`src/rtl/pipe_check_pkg.sv`:
```
// pipe_check_pkg: shared opcodes, funct3 codes, delay-line entry and FSM states for the pipeline checker
package pipe_check_pkg;
   typedef enum logic [6:0] {
      ALU_OP   = 7'b0110011,
      ALU_OP_I = 7'b0010011,
      LOAD     = 7'b0000011,
      STORE    = 7'b0100011,
      BRANCH   = 7'b1100011
   } opcode_t;
   localparam logic [2:0] F3_ADD = 3'b000;
   localparam logic [2:0] F3_XOR = 3'b100;
   localparam logic [2:0] F3_OR  = 3'b110;
   localparam logic [2:0] F3_AND = 3'b111;
   typedef struct packed {
      logic        valid;
      logic        chk;
      logic [31:0] instr;
   } entry_t;
   typedef enum logic [1:0] {IDLE, RUN, DONE} state_t;
endpackage

```
`src/rtl/pipe_check_model.sv`:
```
// pipe_check_model: combinational reference result for the checked ALU subset
module pipe_check_model
   import pipe_check_pkg::*;
#(
   parameter int XLEN = 32
) (
   input  logic [31:0]     instr,
   input  logic [XLEN-1:0] rs1,
   input  logic [XLEN-1:0] rs2,
   output logic [XLEN-1:0] expected,
   output logic            chk
);
   logic [XLEN-1:0] opb;
   logic [2:0]      f3;
   logic            reg_op;
   logic            imm_op;
   logic            unused_fields;
   assign unused_fields = ^{instr[19:15], instr[11:7]};
   // Decode the supported ops; register form uses rs2, immediate form the sign-extended instr[31:20]
   always_comb begin
      f3       = instr[14:12];
      reg_op   = instr[6:0] == ALU_OP;
      imm_op   = instr[6:0] == ALU_OP_I;
      opb      = reg_op ? rs2 : {{(XLEN-12){instr[31]}}, instr[31:20]};
      expected = f3 == F3_ADD ? (reg_op && instr[30] ? rs1 - opb : rs1 + opb) :
                 f3 == F3_XOR ? rs1 ^ opb :
                 f3 == F3_OR  ? rs1 | opb : rs1 & opb;
      chk      = (reg_op || imm_op) && (f3 == F3_ADD || f3 == F3_XOR || f3 == F3_OR || f3 == F3_AND);
   end
endmodule

```
`src/rtl/pipe_check_monitor.sv`:
```
// pipe_check_monitor: ID-to-check delay line comparing a reference result with the core ALU result.
// Define PIPE_CHECK_TRACE_EN to print every check and the final tallies (simulation only).
module pipe_check_monitor
   import pipe_check_pkg::*;
#(
   parameter int XLEN    = 32,
   parameter int DEPTH   = 2,
   parameter int CNT_W   = 16,
   parameter int TIMEOUT = 20
) (
   input  logic             clk_i,
   input  logic             rst_i,
   input  logic             start_i,
   input  logic             id_valid_i,
   input  logic [31:0]      id_instr_i,
   input  logic [XLEN-1:0]  id_rs1_val_i,
   input  logic [XLEN-1:0]  id_rs2_val_i,
   input  logic             stall_i,
   input  logic             flush_i,
   input  logic [XLEN-1:0]  alu_result_i,
   output logic             chk_valid_o,
   output logic             chk_pass_o,
   output logic [CNT_W-1:0] pass_cnt_o,
   output logic [CNT_W-1:0] fail_cnt_o,
   output logic [31:0]      first_fail_instr_o,
   output logic             first_fail_valid_o,
   output logic             done_o
);
   localparam int WD_W = $clog2(TIMEOUT + 1);
   state_t          state;
   logic [WD_W-1:0] wd;
   entry_t          line [DEPTH];
   logic [XLEN-1:0] exp_line [DEPTH];
   logic [XLEN-1:0] m_exp;
   logic            m_chk;
   logic            run;
   logic            check;
   logic            pass;
   pipe_check_model #(.XLEN(XLEN)) u_model (
      .instr   (id_instr_i),
      .rs1     (id_rs1_val_i),
      .rs2     (id_rs2_val_i),
      .expected(m_exp),
      .chk     (m_chk)
   );
   assign run   = state == RUN;
   assign check = run && line[DEPTH-1].valid && line[DEPTH-1].chk && !stall_i;
   assign pass  = exp_line[DEPTH-1] == alu_result_i;
   // Delay line: capture at entry 0, shift when not stalled, flush kills everything but the tail
   always_ff @(posedge clk_i or negedge rst_i) begin
      if (!rst_i) begin
         for (int i = 0; i < DEPTH; i++) begin
            line[i]     <= '0;
            exp_line[i] <= '0;
         end
      end else if (start_i || !run) begin
         for (int i = 0; i < DEPTH; i++) line[i].valid <= 1'b0;
      end else if (!stall_i) begin
         line[0]     <= '{valid: id_valid_i && !flush_i, chk: m_chk, instr: id_instr_i};
         exp_line[0] <= m_exp;
         for (int i = 1; i < DEPTH; i++) begin
            line[i]     <= '{valid: line[i-1].valid && !flush_i, chk: line[i-1].chk, instr: line[i-1].instr};
            exp_line[i] <= exp_line[i-1];
         end
      end else if (flush_i) begin
         for (int i = 0; i < DEPTH - 1; i++) line[i].valid <= 1'b0;
      end
   end
   // Run control, watchdog and registered check results; start overrides any check in flight
   always_ff @(posedge clk_i or negedge rst_i) begin
      if (!rst_i) begin
         state              <= IDLE;
         wd                 <= '0;
         done_o             <= 1'b0;
         chk_valid_o        <= 1'b0;
         chk_pass_o         <= 1'b0;
         pass_cnt_o         <= '0;
         fail_cnt_o         <= '0;
         first_fail_instr_o <= '0;
         first_fail_valid_o <= 1'b0;
      end else begin
         chk_valid_o <= 1'b0;
         chk_pass_o  <= 1'b0;
         if (start_i) begin
            state              <= RUN;
            wd                 <= '0;
            done_o             <= 1'b0;
            pass_cnt_o         <= '0;
            fail_cnt_o         <= '0;
            first_fail_instr_o <= '0;
            first_fail_valid_o <= 1'b0;
         end else if (run) begin
            if (wd == WD_W'(TIMEOUT - 1)) begin
               state  <= DONE;
               done_o <= 1'b1;
            end else begin
               wd <= wd + 1'b1;
            end
            if (check) begin
               chk_valid_o <= 1'b1;
               chk_pass_o  <= pass;
               if (pass) begin
                  if (pass_cnt_o != '1) pass_cnt_o <= pass_cnt_o + 1'b1;
               end else begin
                  if (fail_cnt_o != '1) fail_cnt_o <= fail_cnt_o + 1'b1;
                  if (!first_fail_valid_o) begin
                     first_fail_valid_o <= 1'b1;
                     first_fail_instr_o <= line[DEPTH-1].instr;
                  end
               end
            end
         end
      end
   end
`ifdef PIPE_CHECK_TRACE_EN
   logic done_q;
   // Trace each check and the tallies on entry into DONE
   always_ff @(posedge clk_i) begin
      done_q <= done_o;
      if (rst_i && check && !start_i)
         $display("pipe_check: instr=%0d expected=%0d actual=%0d", line[DEPTH-1].instr, exp_line[DEPTH-1], alu_result_i);
      if (done_o && !done_q)
         $display("pipe_check: done pass_cnt=%0d fail_cnt=%0d", pass_cnt_o, fail_cnt_o);
   end
`endif
endmodule

```
`config.mk`:
```
export PLATFORM = sky130hd
export DESIGN_NAME = pipe_check_monitor
export DESIGN_NICKNAME = d
export VERILOG_FILES = /design/src/rtl/pipe_check_pkg.sv /design/src/rtl/pipe_check_model.sv /design/src/rtl/pipe_check_monitor.sv
export SDC_FILE = /design/constraint.sdc
export NUM_CORES = 1
export LEC_CHECK = 0
export ABC_AREA = 1
export BUFFER_PORTS_ARGS = -buffer_cell sky130_fd_sc_hd__buf_2
export CAP_MARGIN = 20
export CORE_MARGIN = 1.5
export CORE_UTILIZATION = 53
export DETAILED_ROUTE_END_ITERATION = 12
export GPL_ROUTABILITY_DRIVEN = 0
export HOLD_SLACK_MARGIN = 0.05
export PLACE_DENSITY = 0.84
export SLEW_MARGIN = 0
export SYNTH_ARGS = -nofsm -noshare
export SYNTH_HDL_FRONTEND = slang
export SYNTH_HIERARCHICAL = 1
export SYNTH_SLANG_ARGS = --single-unit
```
`constraint.sdc`:
```
create_clock -name clk_i -period 1.4 [get_ports clk_i]
set_input_delay 0.21 -clock clk_i [delete_from_list [all_inputs] [get_ports clk_i]]
set_output_delay 0.21 -clock clk_i [all_outputs]
set_load 0.02 [all_outputs]
```
==> results.json, run 1 <==
{
  "worst-ep-kind": "sequential cell input",
  "yosysWarnings": 6,
  "toolErrorMsg": "[ERROR GRT-0232] Routing congestion too high. Check the congestion heatmap in the GUI.",
  "cts_buffers": 23,
  "ios": 202,
  "cts-htree-levels": 1,
  "syn_avg_cell_area_sq_um": 7.31,
  "start_util": 0.542,
  "rows": 60,
  "grt.total_usage": 0.901,
  "status": "stopped before the end",
  "root_buffer": "clkbuf_16",
  "ys_seq_area_frac": 0.351,
  "ys_seq_elements": 206,
  "dpl_cell_area_sq_um": 19100,
  "syn_area_sq_um": 14700,
  "synthCells": 2010,
  "port_buffers": 201,
  "yosysUniqueCellTypes": 50,
  "cts_max_path_buffers": 3,
  "postSynth.asyncResetShare": 1.00,
  "cts.sinks": 206,
  "fp.dieW_um": 169,
  "ys.flop_type": "dfrtp_1",
  "dpl.hpwl_um": 37500,
  "overflow": 547,
  "lastStage": "global routing",
  "worst_endpoint": "exp_line[59]$_DFFE_PN0P_/D",
  "grt_max_degree": 44,
  "synth_edf_count": 0,
  "die_h_um": 169,
  "synth_nets": 2243
}
timing repair:
item                       in CTS
cloned                         21
pin swaps                     130
resized for setup             312
setup endpoints to repair     208
hold buffers                   24
buffers inserted               70
hold endpoints to repair      227
metrics by stage:
step	setup slack [ps]	setup TNS, ps	instances	hold slack, ps	util
2_1_floorplan	-1850	-53530	2010	-85.6	-
3_3_place_gp	-2520	-83630	2864	170	0.705
3_5_place_dp	-2690	-96510	2864	174	0.705
4_1_cts	-1830	-91100	3016	63.6	0.830
layer usage:
layer  global-route usage  GRT overflow
met3                0.803            34
met5                0.590             5
met1                0.869            10
met4                0.966           193
met2                 1.02           305
cell usage after synthesis (all sizes together), types with 16 or more instances:
cell type  instances  area share
a21oi            107       0.036
a31oi             16      0.0068
buf               50       0.022
clkbuf            31      0.0079
dfrtp            206        0.35
ha                98       0.084
inv              258       0.066
mux2              38       0.029
nand2            525        0.14
nand3            114       0.041
nand4             59       0.027
nor2             231       0.066
nor3              24      0.0082
o21ai            131       0.046
xnor2             25       0.015
xor2              39       0.023
logic make-up after synthesis:
logic type      after synthesis  share of synthesized area
buf+inv                     339                     0.0954
xor+xnor                     64                     0.0382
fa+ha+maj                    99                     0.0849
flops                       206                      0.351
compound gates              296                      0.112
mux                          38                     0.0291
simple gates                968                      0.289
==> run 2, diff against run 1 <==
--- a/config.mk
+++ b/config.mk
@@ -9,11 +9,10 @@
 export BUFFER_PORTS_ARGS = -buffer_cell sky130_fd_sc_hd__buf_2
 export CAP_MARGIN = 20
 export CORE_MARGIN = 1.5
-export CORE_UTILIZATION = 53
+export CORE_UTILIZATION = 40
 export DETAILED_ROUTE_END_ITERATION = 12
 export GPL_ROUTABILITY_DRIVEN = 0
-export HOLD_SLACK_MARGIN = 0.05
-export PLACE_DENSITY = 0.84
+export PLACE_DENSITY_LB_ADDON = 0.15
 export SLEW_MARGIN = 0
 export SYNTH_ARGS = -nofsm -noshare
 export SYNTH_HDL_FRONTEND = slang
==> constraint.sdc (replaced) <==
create_clock -name clk_i -period 1.8 [get_ports clk_i]
set_input_delay 0.27 -clock clk_i [delete_from_list [all_inputs] [get_ports clk_i]]
set_output_delay 0.27 -clock clk_i [all_outputs]
set_load 0.02 [all_outputs]
==> run 2 against run 1 <==
Against the previous run:
- synthesized area is the same
- the flow now finishes, with violations (setup timing)
- synthesized cell count is the same
==> results.json, run 2 <==
{
  "status": "finished, violations left",
  "violations": "setup timing",
  "final_antenna_net_count": 0,
  "p_int_uw": 10100,
  "yosysUniqueCellTypes": 50,
  "slew_headroom": 0.637,
  "root_buffer": "clkbuf_16",
  "worstSetupEndpointType": "flip-flop",
  "holdWs_ps": 16.7,
  "nets": 2762,
  "slowest_stage": "ha_1",
  "vdd_ir_drop_max_uv": 588,
  "worst_ep_arrival_time_ps": 3790,
  "reg2reg_from": "exp_line[11]$_DFFE_PN0P_",
  "syn_area_sq_um": 14700,
  "finalHoldViolCount": 0,
  "layout_min_cycle_time_ps": 3400,
  "timing.rr.end": "first_fail_instr_o[13]$_DFFE_PN0P_",
  "ys_seq_area_frac": 0.351,
  "worstMarginPinSlew_ps": 540,
  "clockPowerShare": 0.318,
  "switching_share": 0.311,
  "regMostFlops": "line",
  "dieArea_sq_um": 37900,
  "yosysWarnings": 6,
  "rows": 69,
  "yosys.area.top_type_share": 0.351,
  "port_buffers": 201,
  "cts_buffers": 23,
  "drc": 0,
  "fmax_mhz": 294,
  "min_period_over_period": 1.89,
  "antenna_found_initial": 2,
  "area_growth_pct": 49.6,
  "critPathKind": "input port to flip-flop",
  "path_clk_slew_ps": 60,
  "cpPeakStageDelay_ps": 380,
  "power.total_uw": 14600,
  "cts.sinks": 206,
  "grt_pass1_wl_um": 76800,
  "tritoncts": "built",
  "slew_violations": 0,
  "overflow": 0,
  "drive_above_1_share": 0.414,
  "post_drt_via_cell_ratio": 5.07,
  "layout_commonest_cell": "nand2_1",
  "first_pass_iters": 7,
  "power_density_nw_per_um2": 666,
  "seqPwrFrac": 0.381,
  "grt.total_usage": 0.253,
  "yosysTopAreaCell": "dfrtp_1",
  "hold_path.class": "input port to flip-flop",
  "yosysMostFrequentCell": "nand2_1",
  "drt_iter0_drc": 882,
  "insertion_delay_ps": 500,
  "endpoint": "exp_line[56]$_DFFE_PN0P_",
  "critPathLaunchType": "input port",
  "wl_per_cell_um": 16.5,
  "final_cell_mix": "356 x nand2_1, 308 x buf_4, 233 x inv_1, 205 x dfrtp_1, 194 x buf_2",
  "dpl.hpwl_um": 36100,
  "cp_common_cell": "nand2_1",
  "rsz0062_at_grt": "true",
  "r2r_cells": 13,
  "cts_max_path_buffers": 3,
  "grt_pass1_vias": 14500,
  "dr_total_vias": 15200,
  "largest_register_ffs": 68,
  "synth.top_cells.by_area": "dfrtp_1 35%, nand2_1 13%, ha_1 8.4%, inv_1 6.4%, nor2_1 5.5%",
  "setup_viol": 86,
  "cts-htree-levels": 1,
  "syn_avg_cell_area_sq_um": 7.31,
  "p_leak_uw": 0.0114,
  "synth_common_cells": "503 x nand2_1, 249 x inv_1, 214 x nor2_1",
  "ys_seq_elements": 206,
  "skew_ps": 6.73,
  "grt_max_degree": 69,
  "wl_um": 49600,
  "top_regs": "line (68), exp_line (64), first_fail_instr_o (32)",
  "cp-startpoint": "id_instr_i[2]",
  "cp.required_ps": 2180,
  "fp.dieW_um": 195,
  "r2r_slack_ps": -90,
  "synthCells": 2010,
  "postSynth.asyncResetShare": 1.00,
  "ios": 202,
  "start_util": 0.410,
  "setup_slack_ps": -1600,
  "power_frac_comb": 0.301,
  "p_sw_uw": 4550,
  "synth_edf_count": 0,
  "maxCapViolations": 0,
  "cp_max_fo": 8,
  "synth_nets": 2243,
  "die_h_um": 195,
  "ys.flop_type": "dfrtp_1",
  "core-area_sq_um": 35800
}
## run 2: logic make-up (layout without fill, tap and decap cells)
logic type | after synthesis | after routing | share of synthesized area
muxes | 38 | 38 | 0.0291
AOI/OAI and AO/OA | 296 | 296 | 0.112
and+or+nand+nor | 968 | 969 | 0.289
other | 0 | 2 | 0
adders and majority gates | 99 | 99 | 0.0849
xor gates and xnor gates | 64 | 64 | 0.0382
DFF | 206 | 206 | 0.351
buffers and inverters | 339 | 868 | 0.0954
## run 2: worst max-delay path: cells and delay by family
| kind | cells | cell delay (ps) |
|---|---|---|
| simple gates | 15 | 1200 |
| buf+inv | 8 | 960 |
| compound gates | 4 | 520 |
| fa+ha+maj | 1 | 380 |
| mux | 1 | 270 |
| xor+xnor | 1 | 150 |
## run 2: metal layers
layer  share of wire  global-route usage  vias up  wire length (um)
li1                -                   -     7563                 -
met1            0.44               0.340     7179             21600
met2            0.49               0.432      422             24100
met3           0.055              0.0331       74              2720
met4           0.023              0.0573        2              1120
met5         0.00026                   0        -                13
## run 2: per-stage QoR
| step | setup slack [ps] | TNS [ps] | cell area, sq um | instances | util |
|---|---|---|---|---|---|
| 2_1_floorplan | -1510 | -35680 | 14900 | 2010 | - |
| 3_3_place_gp | -2470 | -64210 | 18400 | 2873 | 0.515 |
| 3_5_place_dp | -2540 | -67840 | 18400 | 2873 | 0.515 |
| 4_1_cts | -1500 | -46560 | 20700 | 2976 | 0.578 |
| 5_1_grt | -1730 | -54500 | 22000 | 3002 | 0.613 |
| 6_report | -1600 | -43580 | 22000 | 3003 | 0.613 |
## run 2: layout make-up
cell class | instances | area (sq um)
fill | 3169 | 13900
sequential | 206 | 5160
inverter | 258 | 988
multi-input combinational | 1466 | 10000
antenna | 2 | 5.00
clock buffer | 28 | 644
clock inverter | 8 | 100
tap | 461 | 577
timing repair buffer | 574 | 4480
## run 2: worst min path at each step
stage                   start  cells after the start                                 to
6_report       id_instr_i[11]                      3               line[45]$_DFFE_PN0P_
3_3_place_gp            rst_i                      1  first_fail_instr_o[3]$_DFFE_PN0P_
5_1_grt         id_instr_i[7]                      3               line[41]$_DFFE_PN0P_
2_1_floorplan           rst_i                      0               chk_pass_o$_DFF_PN0_
4_1_cts        id_instr_i[11]                      3               line[45]$_DFFE_PN0P_
3_5_place_dp            rst_i                      1  first_fail_instr_o[3]$_DFFE_PN0P_
## run 2: power by group through the flow
stage	Sequential, uW	Clock [uW]	Combinational [uW]
floorplan	5570	0	2010
global placement	5610	0	3470
detailed placement	5630	0	3540
CTS	5560	4770	3940
global route	5640	4950	4810
finish	5570	4650	4400
## run 2: what timing repair did
| action | 4_1_cts | 5_1_grt |
|---|---|---|
| hold endpoints to repair | 40 | 0 |
| buffers inserted | 58 | 33 |
| pin swaps | 94 | 112 |
| setup endpoints to repair | 96 | 98 |
| gates resized for setup | 198 | 283 |
| hold buffers | 1 | 0 |
| cloned | 12 | 2 |
Note: power is estimated with default switching activity, not from simulation.
==> run 3, diff against run 2 <==
--- a/config.mk
+++ b/config.mk
@@ -8,7 +8,9 @@
 export ABC_AREA = 1
 export BUFFER_PORTS_ARGS = -buffer_cell sky130_fd_sc_hd__buf_2
 export CAP_MARGIN = 20
-export CORE_MARGIN = 1.5
+export CELL_PAD_IN_SITES_DETAIL_PLACEMENT = 0
+export CELL_PAD_IN_SITES_GLOBAL_PLACEMENT = 1
+export CORE_MARGIN = 3
 export CORE_UTILIZATION = 40
 export DETAILED_ROUTE_END_ITERATION = 12
 export GPL_ROUTABILITY_DRIVEN = 0
==> run 3 against run 2 <==
Against the previous run:
- the run still ends with setup timing left
- sequential power barely moved
- die area increased by 3.1%
- sequential cell count unchanged
- critical path depth fell by 3
- via count increased by 0.41%
- clock-buffer cell count grew 4
- setup slack gained 59 ps
- core utilization fell by 0.70 points
- worst hold slack better by 3.8 ps
- clock skew increased by 8.1 ps
- global-route usage fell by 0.34 points
- critical path type unchanged
- cell count fell by 0.37%
==> results.json, run 3 (synthesis gave the netlist of run 2 again) <==
{
  "crit_family": "simple AND/OR/NAND/NOR gates",
  "layout_commonest_cell": "nand2_1",
  "worstSetupEndpointType": "flip-flop",
  "grt_pass1_wl_um": 78200,
  "slew_violations": 0,
  "nets": 2752,
  "grt.total_usage": 0.249,
  "wl_per_cell_um": 17.3,
  "cp_common_cell": "nand2_2",
  "fmax_mhz": 299,
  "cts_buffers": 22,
  "worst_ep_arrival_time_ps": 3730,
  "fp.dieW_um": 198,
  "violations": "setup timing",
  "rsz0062_at_grt": "true",
  "cts-htree-levels": 1,
  "largest_register_ffs": 68,
  "power.total_uw": 14400,
  "insertion_delay_ps": 510,
  "drc": 0,
  "core-area_sq_um": 35900,
  "finalSetupTns_ps": -40350,
  "grt_max_degree": 125,
  "antenna_cells": 0,
  "hold_path.class": "input port to flip-flop",
  "final_antenna_net_count": 0,
  "area_growth_pct": 48.3,
  "first_pass_iters": 7,
  "critPathLaunchType": "input port",
  "dp.cells": 2878,
  "top_regs": "line (68), exp_line (64), first_fail_instr_o (32)",
  "setup_slack_ps": -1540,
  "cts.sinks": 206,
  "overflow": 0,
  "tritoncts": "built",
  "hp-start": "id_valid_i",
  "skew_ps": 14.8,
  "fillerInstances": 3190,
  "cpPeakStageDelay_ps": 350,
  "slew_headroom": 0.643,
  "dieArea_sq_um": 39000,
  "finalHoldViolCount": 0,
  "grt_pass1_vias": 14600,
  "power_density_nw_per_um2": 663,
  "maxCapViolations": 0,
  "start_util": 0.409,
  "final_cell_mix": "385 x nand2_1, 298 x buf_4, 233 x inv_1, 206 x dfrtp_1, 194 x buf_2",
  "worstMarginPinSlew_ps": 535,
  "antenna_found_initial": 0,
  "min_period_over_period": 1.86,
  "die_h_um": 198,
  "p_leak_uw": 0.0112,
  "final_cells": 2992,
  "drive_above_1_share": 0.410,
  "critPathKind": "input port to flip-flop",
  "status": "finished, violations left",
  "dpl.hpwl_um": 38000,
  "regMostFlops": "line",
  "layout_min_cycle_time_ps": 3340,
  "cp_num_buf_inv": 5,
  "port_buffers": 201,
  "root_buffer": "clkbuf_16",
  "reg2reg_from": "exp_line[0]$_DFFE_PN0P_",
  "post_drt_via_cell_ratio": 5.11,
  "dr_total_vias": 15300,
  "cp.required_ps": 2190,
  "setup_viol": 52,
  "path_clk_slew_ps": 60,
  "cp-startpoint": "id_instr_i[2]",
  "drt_iter0_drc": 978,
  "cts_max_path_buffers": 3,
  "vdd_ir_drop_max_uv": 475,
  "cp_max_fo": 5,
  "ios": 202,
  "rows": 69,
  "slowest_stage": "ha_2",
  "wl_um": 51700
}
run 3: changes by cell type in the layout (fill, tap and decap cells not counted), moves of 6 or more:
cell      delta
a21oi_1      -7
a21oi_2      +7
buf_12       -7
buf_4       -10
buf_6       +10
nand2_1     +29
nand2_2     -18
nand2_4     -10
nand3_1     -15
nand3_2     +15
nor2_1       -6
nor2_4       +7
o221ai_2     +6
run 3: through the flow:
stage	hold slack [ps]	utilization	setup slack, ps	area [sq um]
floorplan	-25.6	-	-1510	14900
global placement	295	0.513	-2380	18400
detailed placement	286	0.513	-2420	18400
CTS	3.03	0.569	-1390	20500
global route	23.6	0.606	-1750	21800
finish	20.5	0.606	-1540	21800
run 3: cell type report:
type	count	area [sq um]	area share
Multi-Input combinational cell	1467	10100	0.463
Sequential cell	206	5150	0.237
Timing Repair Buffer	564	4280	0.196
Inverter	258	993	0.0456
Clock buffer	32	638	0.0293
Tap cell	461	577	0.0265
Clock inverter	4	56.3	0.00259
run 3: final timing paths:
path,slack (ps),depth (start not counted),endpoint
worst max-delay path,-1540,27,exp_line[59]$_DFFE_PN0P_
worst min-delay path,20,3,line[67]$_DFFE_PN0P_
worst max register to register,-40,10,first_fail_instr_o[18]$_DFFE_PN0P_
worst min register to register,470,2,state[0]$_DFFE_PN0P_
max in group asynchronous,820,3,exp_line[18]$_DFFE_PN0P_
min in group asynchronous,310,2,first_fail_instr_o[10]$_DFFE_PN0P_
run 3: worst min-delay path, stage by stage:
cell and delay, ps:
buf_2 100, nand2_1 60, o22ai_1 60
run 3: repair_timing:
item | CTS | global route
setup endpoints to repair | 33 | 95
hold endpoints to repair | 54 | 0
resized for setup | 221 | 255
pin swaps | 123 | 101
setup buffers | 52 | 28
gates cloned | 4 | 4
hold buffers | 3 | 0
run 3: power breakdown:
group,leakage (uW),switching [uW],internal (uW),total (uW)
registers,0.00257,343,5210,5560
logic,0.00833,2420,2070,4490
clock network,0.000342,1810,2590,4400
total,0.0112,4570,9870,14400
run 3: layer usage:
layer | track usage | part of all wire
met5 | 0 | 0
met4 | 0.0773 | 0.036
met3 | 0.0240 | 0.046
met2 | 0.426 | 0.48
met1 | 0.337 | 0.44
